**config.mk**
```make
export PLATFORM = sky130hd
export DESIGN_NAME = fpu_itof_pipe_flat
export DESIGN_NICKNAME = d
export VERILOG_FILES = /design/src/rtl/fpu_itof_pipe_if.sv /design/src/rtl/fpu_itof_pipe.sv /design/src/flat_wrapper.sv
export SDC_FILE = /design/constraint.sdc
export NUM_CORES = 1
export LEC_CHECK = 0
export CAP_MARGIN = 20
export CORE_UTILIZATION = 53
export DETAILED_ROUTE_END_ITERATION = 7
export GPL_ROUTABILITY_DRIVEN = 0
export PLACE_DENSITY_LB_ADDON = 0.1
export SLEW_MARGIN = 20
export SYNTH_ARGS = -nofsm -noshare
export SYNTH_HDL_FRONTEND = slang
export SYNTH_SLANG_ARGS = --single-unit
```
**constraint.sdc**
```tcl
create_clock -name Clk_CI -period 4.1 [get_ports Clk_CI]
set_clock_uncertainty 0.05 [all_clocks]
set_input_delay 0.615 -clock Clk_CI [delete_from_list [all_inputs] [get_ports Clk_CI]]
set_output_delay 0.615 -clock Clk_CI [all_outputs]
set_load 0.05 [all_outputs]
```
**src/rtl/fpu_itof_pipe_if.sv**
```systemverilog
// Streaming bus for the integer-to-float converter.
// Carries the operand side (Valid_SI/Ready_SO, operand, signedness, rounding mode)
// and the result side (Valid_SO/Ready_SI, packed result, inexact and zero flags).
// master: the environment that feeds operands and drains results.
// slave:  the converter.
interface fpu_itof_pipe_if #(
  parameter int unsigned C_INT_W = 32,
  parameter int unsigned C_EXP   = 8,
  parameter int unsigned C_MANT  = 23
);
  logic                      Valid_SI;
  logic                      Ready_SO;
  logic [C_INT_W-1:0]        Operand_a_DI;
  logic                      Signed_SI;
  logic [1:0]                RM_SI;
  logic                      Valid_SO;
  logic                      Ready_SI;
  logic [C_EXP+C_MANT:0]     Result_DO;
  logic                      Inexact_SO;
  logic                      Zero_SO;

  modport master (
    output Valid_SI, Operand_a_DI, Signed_SI, RM_SI, Ready_SI,
    input  Ready_SO, Valid_SO, Result_DO, Inexact_SO, Zero_SO
  );

  modport slave (
    input  Valid_SI, Operand_a_DI, Signed_SI, RM_SI, Ready_SI,
    output Ready_SO, Valid_SO, Result_DO, Inexact_SO, Zero_SO
  );
endinterface

```
**src/rtl/fpu_itof_pipe.sv**
```systemverilog
// Three-stage pipelined integer-to-float converter with IEEE-style rounding.
// Ports:
//   Clk_CI  - clock, rising edge
//   Rst_RBI - asynchronous active-low reset
//   io      - fpu_itof_pipe_if.slave: operand in (valid/ready), packed result out
//             (valid/ready) with inexact and zero flags.
// Stages: S1 captures sign and magnitude, S2 normalises, S3 rounds and packs.
// A single global enable stalls every stage while the output is held.
module fpu_itof_pipe #(
  parameter int unsigned C_INT_W = 32,
  parameter int unsigned C_EXP   = 8,
  parameter int unsigned C_MANT  = 23,
  parameter int unsigned C_BIAS  = 127
) (
  input logic           Clk_CI,
  input logic           Rst_RBI,
  fpu_itof_pipe_if.slave io
);

  localparam int unsigned LzW    = $clog2(C_INT_W + 1);
  localparam int unsigned FracW  = C_INT_W - 1;
  localparam int unsigned PadW   = FracW + C_MANT + 2;
  localparam int unsigned ResW   = 1 + C_EXP + C_MANT;
  localparam int unsigned ExpTop = C_BIAS + C_INT_W - 1;

  logic en;

  logic               v1_q, v2_q, v3_q;
  logic               sign1_q, sign2_q;
  logic [1:0]         rm1_q, rm2_q;
  logic [C_INT_W-1:0] mag1_q;
  logic [FracW-1:0]   frac2_q;
  logic [C_EXP-1:0]   exp2_q;
  logic               zero2_q;
  logic [ResW-1:0]    res3_q;
  logic               inx3_q, zero3_q;

  logic               sign1_d;
  logic [C_INT_W-1:0] mag1_d;
  logic [LzW-1:0]     lz;
  logic [C_INT_W-1:0] norm2_d;
  logic [C_EXP-1:0]   exp2_d;
  logic [PadW-1:0]    pad;
  logic [C_MANT-1:0]  mant, mant_rnd;
  logic               g, s, up, carry;
  logic [C_EXP-1:0]   exp_rnd;
  logic [ResW-1:0]    res3_d;
  logic               inx3_d;

  // Stall only when a result is held and not taken.
  assign en          = ~v3_q | io.Ready_SI;
  assign io.Ready_SO = en;

  // S1: sign and magnitude. The most negative input wraps to 2^(W-1), read as unsigned.
  always_comb begin
    sign1_d = io.Signed_SI & io.Operand_a_DI[C_INT_W-1];
    mag1_d  = sign1_d ? (~io.Operand_a_DI + C_INT_W'(1)) : io.Operand_a_DI;
  end

  // S2: leading-zero count; the highest set bit wins because it is visited last.
  always_comb begin
    lz = LzW'(C_INT_W);
    for (int unsigned i = 0; i < C_INT_W; i++) begin
      if (mag1_q[i]) lz = LzW'(C_INT_W - 1 - i);
    end
    norm2_d = mag1_q << lz;
    exp2_d  = C_EXP'(ExpTop - 32'(lz));
  end

  // S3: round and pack. The fraction is zero-padded so narrow integers still
  // yield a full mantissa plus guard bit.
  always_comb begin
    pad  = {frac2_q, {(C_MANT + 2){1'b0}}};
    mant = pad[PadW-1 -: C_MANT];
    g    = pad[PadW-1-C_MANT];
    s    = |pad[PadW-2-C_MANT:0];
    up   = 1'b0;
    unique case (rm2_q)
      2'b00:   up = g & (s | mant[0]);
      2'b01:   up = 1'b0;
      2'b10:   up = sign2_q & (g | s);
      default: up = ~sign2_q & (g | s);
    endcase
    // A carry out of the mantissa leaves it all-zero; only the exponent moves.
    {carry, mant_rnd} = {1'b0, mant} + (C_MANT + 1)'(up);
    exp_rnd = exp2_q + C_EXP'(carry);
    res3_d  = zero2_q ? '0 : {sign2_q, exp_rnd, mant_rnd};
    inx3_d  = ~zero2_q & (g | s);
  end

  always_ff @(posedge Clk_CI or negedge Rst_RBI) begin
    if (!Rst_RBI) begin
      v1_q <= 1'b0;
      v2_q <= 1'b0;
      v3_q <= 1'b0;
    end else if (en) begin
      v1_q <= io.Valid_SI;
      v2_q <= v1_q;
      v3_q <= v2_q;
    end
  end

  // Payload is never reset; it is only observed through the valid bits.
  always_ff @(posedge Clk_CI) begin
    if (en) begin
      sign1_q <= sign1_d;
      mag1_q  <= mag1_d;
      rm1_q   <= io.RM_SI;
      sign2_q <= sign1_q;
      frac2_q <= norm2_d[FracW-1:0];
      exp2_q  <= exp2_d;
      zero2_q <= ~norm2_d[C_INT_W-1];
      rm2_q   <= rm1_q;
      res3_q  <= res3_d;
      inx3_q  <= inx3_d;
      zero3_q <= zero2_q;
    end
  end

  assign io.Valid_SO   = v3_q;
  assign io.Result_DO  = v3_q ? res3_q : '0;
  assign io.Inexact_SO = v3_q & inx3_q;
  assign io.Zero_SO    = v3_q & zero3_q;

endmodule
```
**src/flat_wrapper.sv**
```systemverilog
// flat-port wrapper written by rule: the top's interface ports become plain ports
module fpu_itof_pipe_flat 
#(
  parameter int unsigned C_INT_W = 32,
  parameter int unsigned C_EXP   = 8,
  parameter int unsigned C_MANT  = 23,
  parameter int unsigned C_BIAS  = 127
)
  (Clk_CI, Rst_RBI, io_Valid_SI, io_Operand_a_DI, io_Signed_SI, io_RM_SI, io_Ready_SI, io_Ready_SO, io_Valid_SO, io_Result_DO, io_Inexact_SO, io_Zero_SO);
  fpu_itof_pipe_if #(.C_INT_W(C_INT_W), .C_EXP(C_EXP), .C_MANT(C_MANT)) io_i ();
  input logic Clk_CI;
  input logic Rst_RBI;
  input wire logic [$bits(io_i.Valid_SI)-1:0] io_Valid_SI;
  input wire logic [$bits(io_i.Operand_a_DI)-1:0] io_Operand_a_DI;
  input wire logic [$bits(io_i.Signed_SI)-1:0] io_Signed_SI;
  input wire logic [$bits(io_i.RM_SI)-1:0] io_RM_SI;
  input wire logic [$bits(io_i.Ready_SI)-1:0] io_Ready_SI;
  output wire logic [$bits(io_i.Ready_SO)-1:0] io_Ready_SO;
  output wire logic [$bits(io_i.Valid_SO)-1:0] io_Valid_SO;
  output wire logic [$bits(io_i.Result_DO)-1:0] io_Result_DO;
  output wire logic [$bits(io_i.Inexact_SO)-1:0] io_Inexact_SO;
  output wire logic [$bits(io_i.Zero_SO)-1:0] io_Zero_SO;
  assign io_i.Valid_SI = io_Valid_SI;
  assign io_i.Operand_a_DI = io_Operand_a_DI;
  assign io_i.Signed_SI = io_Signed_SI;
  assign io_i.RM_SI = io_RM_SI;
  assign io_i.Ready_SI = io_Ready_SI;
  assign io_Ready_SO = io_i.Ready_SO;
  assign io_Valid_SO = io_i.Valid_SO;
  assign io_Result_DO = io_i.Result_DO;
  assign io_Inexact_SO = io_i.Inexact_SO;
  assign io_Zero_SO = io_i.Zero_SO;
  fpu_itof_pipe #(.C_INT_W(C_INT_W), .C_EXP(C_EXP), .C_MANT(C_MANT), .C_BIAS(C_BIAS)) u_core (.Clk_CI(Clk_CI), .Rst_RBI(Rst_RBI), .io(io_i));
endmodule
```
Yosys cells after proc, flatten, opt, wreduce, memory -nomap -nowiden:

Cells that the tools add are included.

* bits in registers: 115
* input bits: 39
* output and inout port bits: 36
* word-level logic and storage cells: 73

* add/sub/neg operators: 4
* eq/ne operators: 2
* shift operators: 1
* mux-type cells: 35
* bitwise gates (word level): 15
* reduce and logical (&&, ||, !) cells: 2

Operator list (number)
* 6-bit two-way mux: 32
* 32-bit two-way mux: 2
* 32-bit by 1-bit adder with 32-bit output (second input constant): 1
* 32-bit NOT: 1
* 32-bit by 6-bit left shift with 32-bit output: 1
* 23-bit by 1-bit adder with 24-bit output: 1
* 8-bit by 1-bit adder with 8-bit output: 1
* 8-bit by 6-bit subtractor with 8-bit output (first input constant): 1
* 1-bit AND: 7
* 7-bit OR reduction: 1
* 1-bit NOT: 4
* 1-bit bitwise OR: 3
* 1-bit case mux with 3 select lines: 1
* 2-bit by 1-bit == test with 1-bit output (second input constant): 1
* 2-bit == test (second input constant): 1
* 2-bit logical NOT: 1

Logic depth before layout (Yosys ltp):

* depth after elaboration: 34
* depth in mapped cells: 13
* mapped depth without buffers: 13

Least setup slack after synthesis:

OpenSTA, ideal clock, no wires.

* path type: input port to flip-flop
* start: input port io_Ready_SI
* end: register u_core.v1_q
* arrival: 4.317 ns
* data required time: 3.969 ns
* path slack: -0.348 ns
* cell stages on the path: 2
* path buffers: 0
* cell sequence: nand2b_1 -> mux2_2

* word-level cells in the longest chain between the ends: 1

Ends and longest elaborated chain
* start, declared: RTL line flat_wrapper.sv:17 `input wire logic [$bits(io_i.Ready_SI)-1:0] io_Ready_SI;`
* 1-bit bitwise OR: RTL line fpu_itof_pipe.sv:51 `assign en = ~v3_q | io.Ready_SI;`
* end signal, assigned: RTL line fpu_itof_pipe.sv:97 `v1_q <= io.Valid_SI;`
* end, declared: RTL line fpu_itof_pipe.sv:28 `logic v1_q, v2_q, v3_q;`

Every way passes these cells.
A chain may end at the register's enable or synchronous reset.

Worst setup path after layout:

* start: register u_core.mag1_q[13]
* end: register u_core.frac2_q[21], data pin

* word-level cells in the longest chain between the ends: 20

Ends and longest elaborated chain
* start, declared: RTL line fpu_itof_pipe.sv:31 `logic [C_INT_W-1:0] mag1_q;`
* start signal, assigned: RTL line fpu_itof_pipe.sv:107 `mag1_q <= mag1_d;`
* 6-bit two-way mux (19 in series): RTL line fpu_itof_pipe.sv:64 `if (mag1_q[i]) lz = LzW'(C_INT_W - 1 - i);`
* 32-bit by 6-bit left shift with 32-bit output *: RTL line fpu_itof_pipe.sv:66 `norm2_d = mag1_q << lz;`
* end signal, assigned: RTL line fpu_itof_pipe.sv:110 `frac2_q <= norm2_d[FracW-1:0];`
* end, declared: RTL line fpu_itof_pipe.sv:32 `logic [FracW-1:0] frac2_q;`

Mark *: on every way between the ends. The rest lies on a longest branch, timed or not.

==> impl_metrics.yaml <==
run_status:
  outcome: "completed"
synthesis:
  synth_warnings: 0
  synth_top_family_by_area: "simple AND/OR/NAND/NOR gates"
  ys_top_cells_by_count: "112 x edfxtp_1, 88 x nor2_1, 59 x mux2i_1"
  synth_simple_gate_area_frac: 0.185
  synthXorXnorAreaFrac: 0.0674
  synth_nets: 790
  synthFlopType: "edfxtp_1"
  yosysMostFrequentCell: "edfxtp_1"
  synth_area_um2: 7540
  ys_ff_latch: 115
  synth.distinct_cells: 67
  muxShareOfSynthArea: 0.107
  synthArstFlopShare: 0.0261
  synth_top_area_frac: 0.446
  postSynthAreaPerCell_um2: 10.1
  synth-compound-area-share: 0.130
  synth_edf_count: 112
  synth_top_area_cell: "edfxtp_1"
  yosysSeqAreaShare: 0.456
  synth_area_leaders: "edfxtp_1 45%, mux2i_1 7.8%, xor2_1 4.4%"
  syn-instance-count: 745
  synthAdderAreaFrac: 0.00996
timing:
  finalCritPeriodShare: 0.846
  rsz0062_at_grt: "no"
  drv_slew: 0
  setup_viol: 0
  slew_headroom: 0.332
  worstMarginPinSlew_ps: 1000
  hold_viol_final: 0
  period_needed_ps: 3470
  fmax_mhz: 288
  timing.setup.tns_ps: 0
finish:
  seq_area_um2: 3440
  multiInputGateArea_um2: 3780
  area_growth_pct: 19.9
  fin_util: 0.651
  drive_gt1_frac: 0.0927
  diodes: 0
  n_fill_cell: 1118
  nets: 852
floorplanning:
  die_width_um: 121
  dieArea_um2: 14700
  io_pins: 75
  rows: 43
  die_y_um: 121
  coreArea_um2: 13900
  start_util: 0.543
setup_path:
  rr_worst_depth: 10
  r2r_setup_slack_ps: 630
  crit_fanout: 22
  r2r-end: "u_core.frac2_q[21]"
  required_ps: 4170
  cp-end-kind: "register"
  r2r-start: "u_core.mag1_q[13]"
  arrival_ps: 3540
  critical_path_class: "reg2reg"
  critPathLaunchType: "register"
route:
  drtPass1Iterations: 5
  via_per_inst: 6.10
  antenna_left: 0
  num_vias: 6095
  wl_per_cell_um: 16.9
  remaining_drc_errors: 0
  routed_wl_um: 16900
  drtIter0Drc: 620
power_and_ir_drop:
  seq_power_share: 0.351
  power.switching_w: 0.00207
  swShare: 0.359
  internal-power_w: 0.00371
  power.density_nw_per_um2: 640
  ir_drop_mv: 0.311
  p_clk_frac: 0.292
  p_leak_nw: 3.45
  share_comb_of_total_power: 0.357
clock_network:
  ctsResizeCount: 0
  cts_root_buffer: "clkbuf_16"
  cts_tree: "yes"
  post_cts_buffers: 0
  cts_hold_buffers: 0
  ctsLongestPathBuffers: 2
  path_clk_slew_ps: 60
  cts_buffers: 17
  clock-sinks: 115
  cts-htree-levels: 4
  clk_latency_ps: 420
global_routing:
  grt.total_usage: 0.239
  antenna_found_initial: 1
  grt-ovfl-total: 0
  grt_max_degree: 74
  first_global_vias: 5761
  grt_pass1_wl_um: 27300
worst_hold_path:
  hp-class: "in2async"
run:
  maxCapViolations: 0
placed_design:
  io_buffers: 74
  dp_hpwl_um: 12100
[critical path: stages, from the launching register on]
cell and delay (ps):
edfxtp_1 500, or3_1 390, a221o_1 260, a21oi_1 200
o221a_2 280, o21bai_4 160, inv_2 430, mux2_2 290
nor2_1 50, a31oi_1 340, o221ai_1 200
[stage by stage]
step | std cells | worst slack, ps | power (W) | instance area, um^2 | hold WS [ps]
finish | 1000 | 633 | 0.00578 | 9040 | 330
global route | 1000 | 522 | 0.00603 | 9040 | 319
CTS | 1000 | 679 | 0.00578 | 9040 | 321
detailed placement | 968 | 659 | 0.00408 | 8370 | 355
global placement | 968 | 691 | 0.00404 | 8370 | 351
floorplan | 745 | 1150 | 0.00350 | 7540 | 269
[worst max path at each step]
stage                             from                 end  slack (ps)  depth (start not counted)
finish               u_core.mag1_q[13]  u_core.frac2_q[21]         630                         10
global route         u_core.mag1_q[23]  u_core.frac2_q[21]         520                         10
CTS                  u_core.mag1_q[13]  u_core.frac2_q[21]         680                         10
detailed placement  io_Operand_a_DI[4]   u_core.mag1_q[28]         660                         10
global placement     u_core.mag1_q[13]  u_core.frac2_q[21]         690                         10
floorplan                  io_Ready_SI         io_Ready_SO        1150                          1
[layout by cell type, fill, tap and decap left out, drive strengths merged, types with 7 or more instances in the layout]
master and count:
o221ai 12, nand3 23, xnor2 20, nand4 7, xor2 38, or3 7, o21ai 29, o22ai 9
mux2 14, a21oi 33, nand2b 7, nor2 90, inv 23, edfxtp 112, clkdlybuf4s50 74, clkbuf 19
nor4 12, mux2i 59, nor3 17, buf 13, and3 11, nand2 53, and2 42, a31oi 9
a211oi 9, o31ai 7
[per-layer routing]
metal	GRT usage	wire, um	share of wire	vias up
li1	-	-	-	2888
met2	0.398	8250	0.49	296
met1	0.281	6810	0.40	2853
met4	0.143	698	0.041	0
met5	0	0	0	-
met3	0.0564	1140	0.067	58
[registers in the layout, summed over array words and instances (netlist names), 2 cells and up]
name            cells
u_core.frac2_q     31
u_core.exp2_q       8
u_core.rm2_q        2
u_core.res3_q      32
u_core.rm1_q        2
u_core.mag1_q      32
[power by group through the flow]
stage / Sequential [W] / Combinational [W] / Clock (W)
2_1_floorplan: 0.00193 / 0.00157 / 0
3_3_place_gp: 0.00202 / 0.00201 / 0
3_5_place_dp: 0.00205 / 0.00204 / 0
4_1_cts: 0.00203 / 0.00205 / 0.00170
5_1_grt: 0.00208 / 0.00220 / 0.00175
6_report: 0.00203 / 0.00206 / 0.00169
[layout make-up]
cell class,instances,area share
Multi-Input combinational cell,565,0.419
Inverter,21,0.00900
Clock buffer,19,0.0490
Tap cell,180,0.0249
Timing Repair Buffer,87,0.0927
Sequential cell,115,0.380
Clock inverter,13,0.0253
[kinds of logic after synthesis]
family	Yosys count
adders and majority gates	6
and+or+nand+nor	284
muxes	75
AOI/OAI and AO/OA	142
xor gates and xnor gates	58
DFF	115
buffers and inverters	65
(Power assumes the default switching activity.)
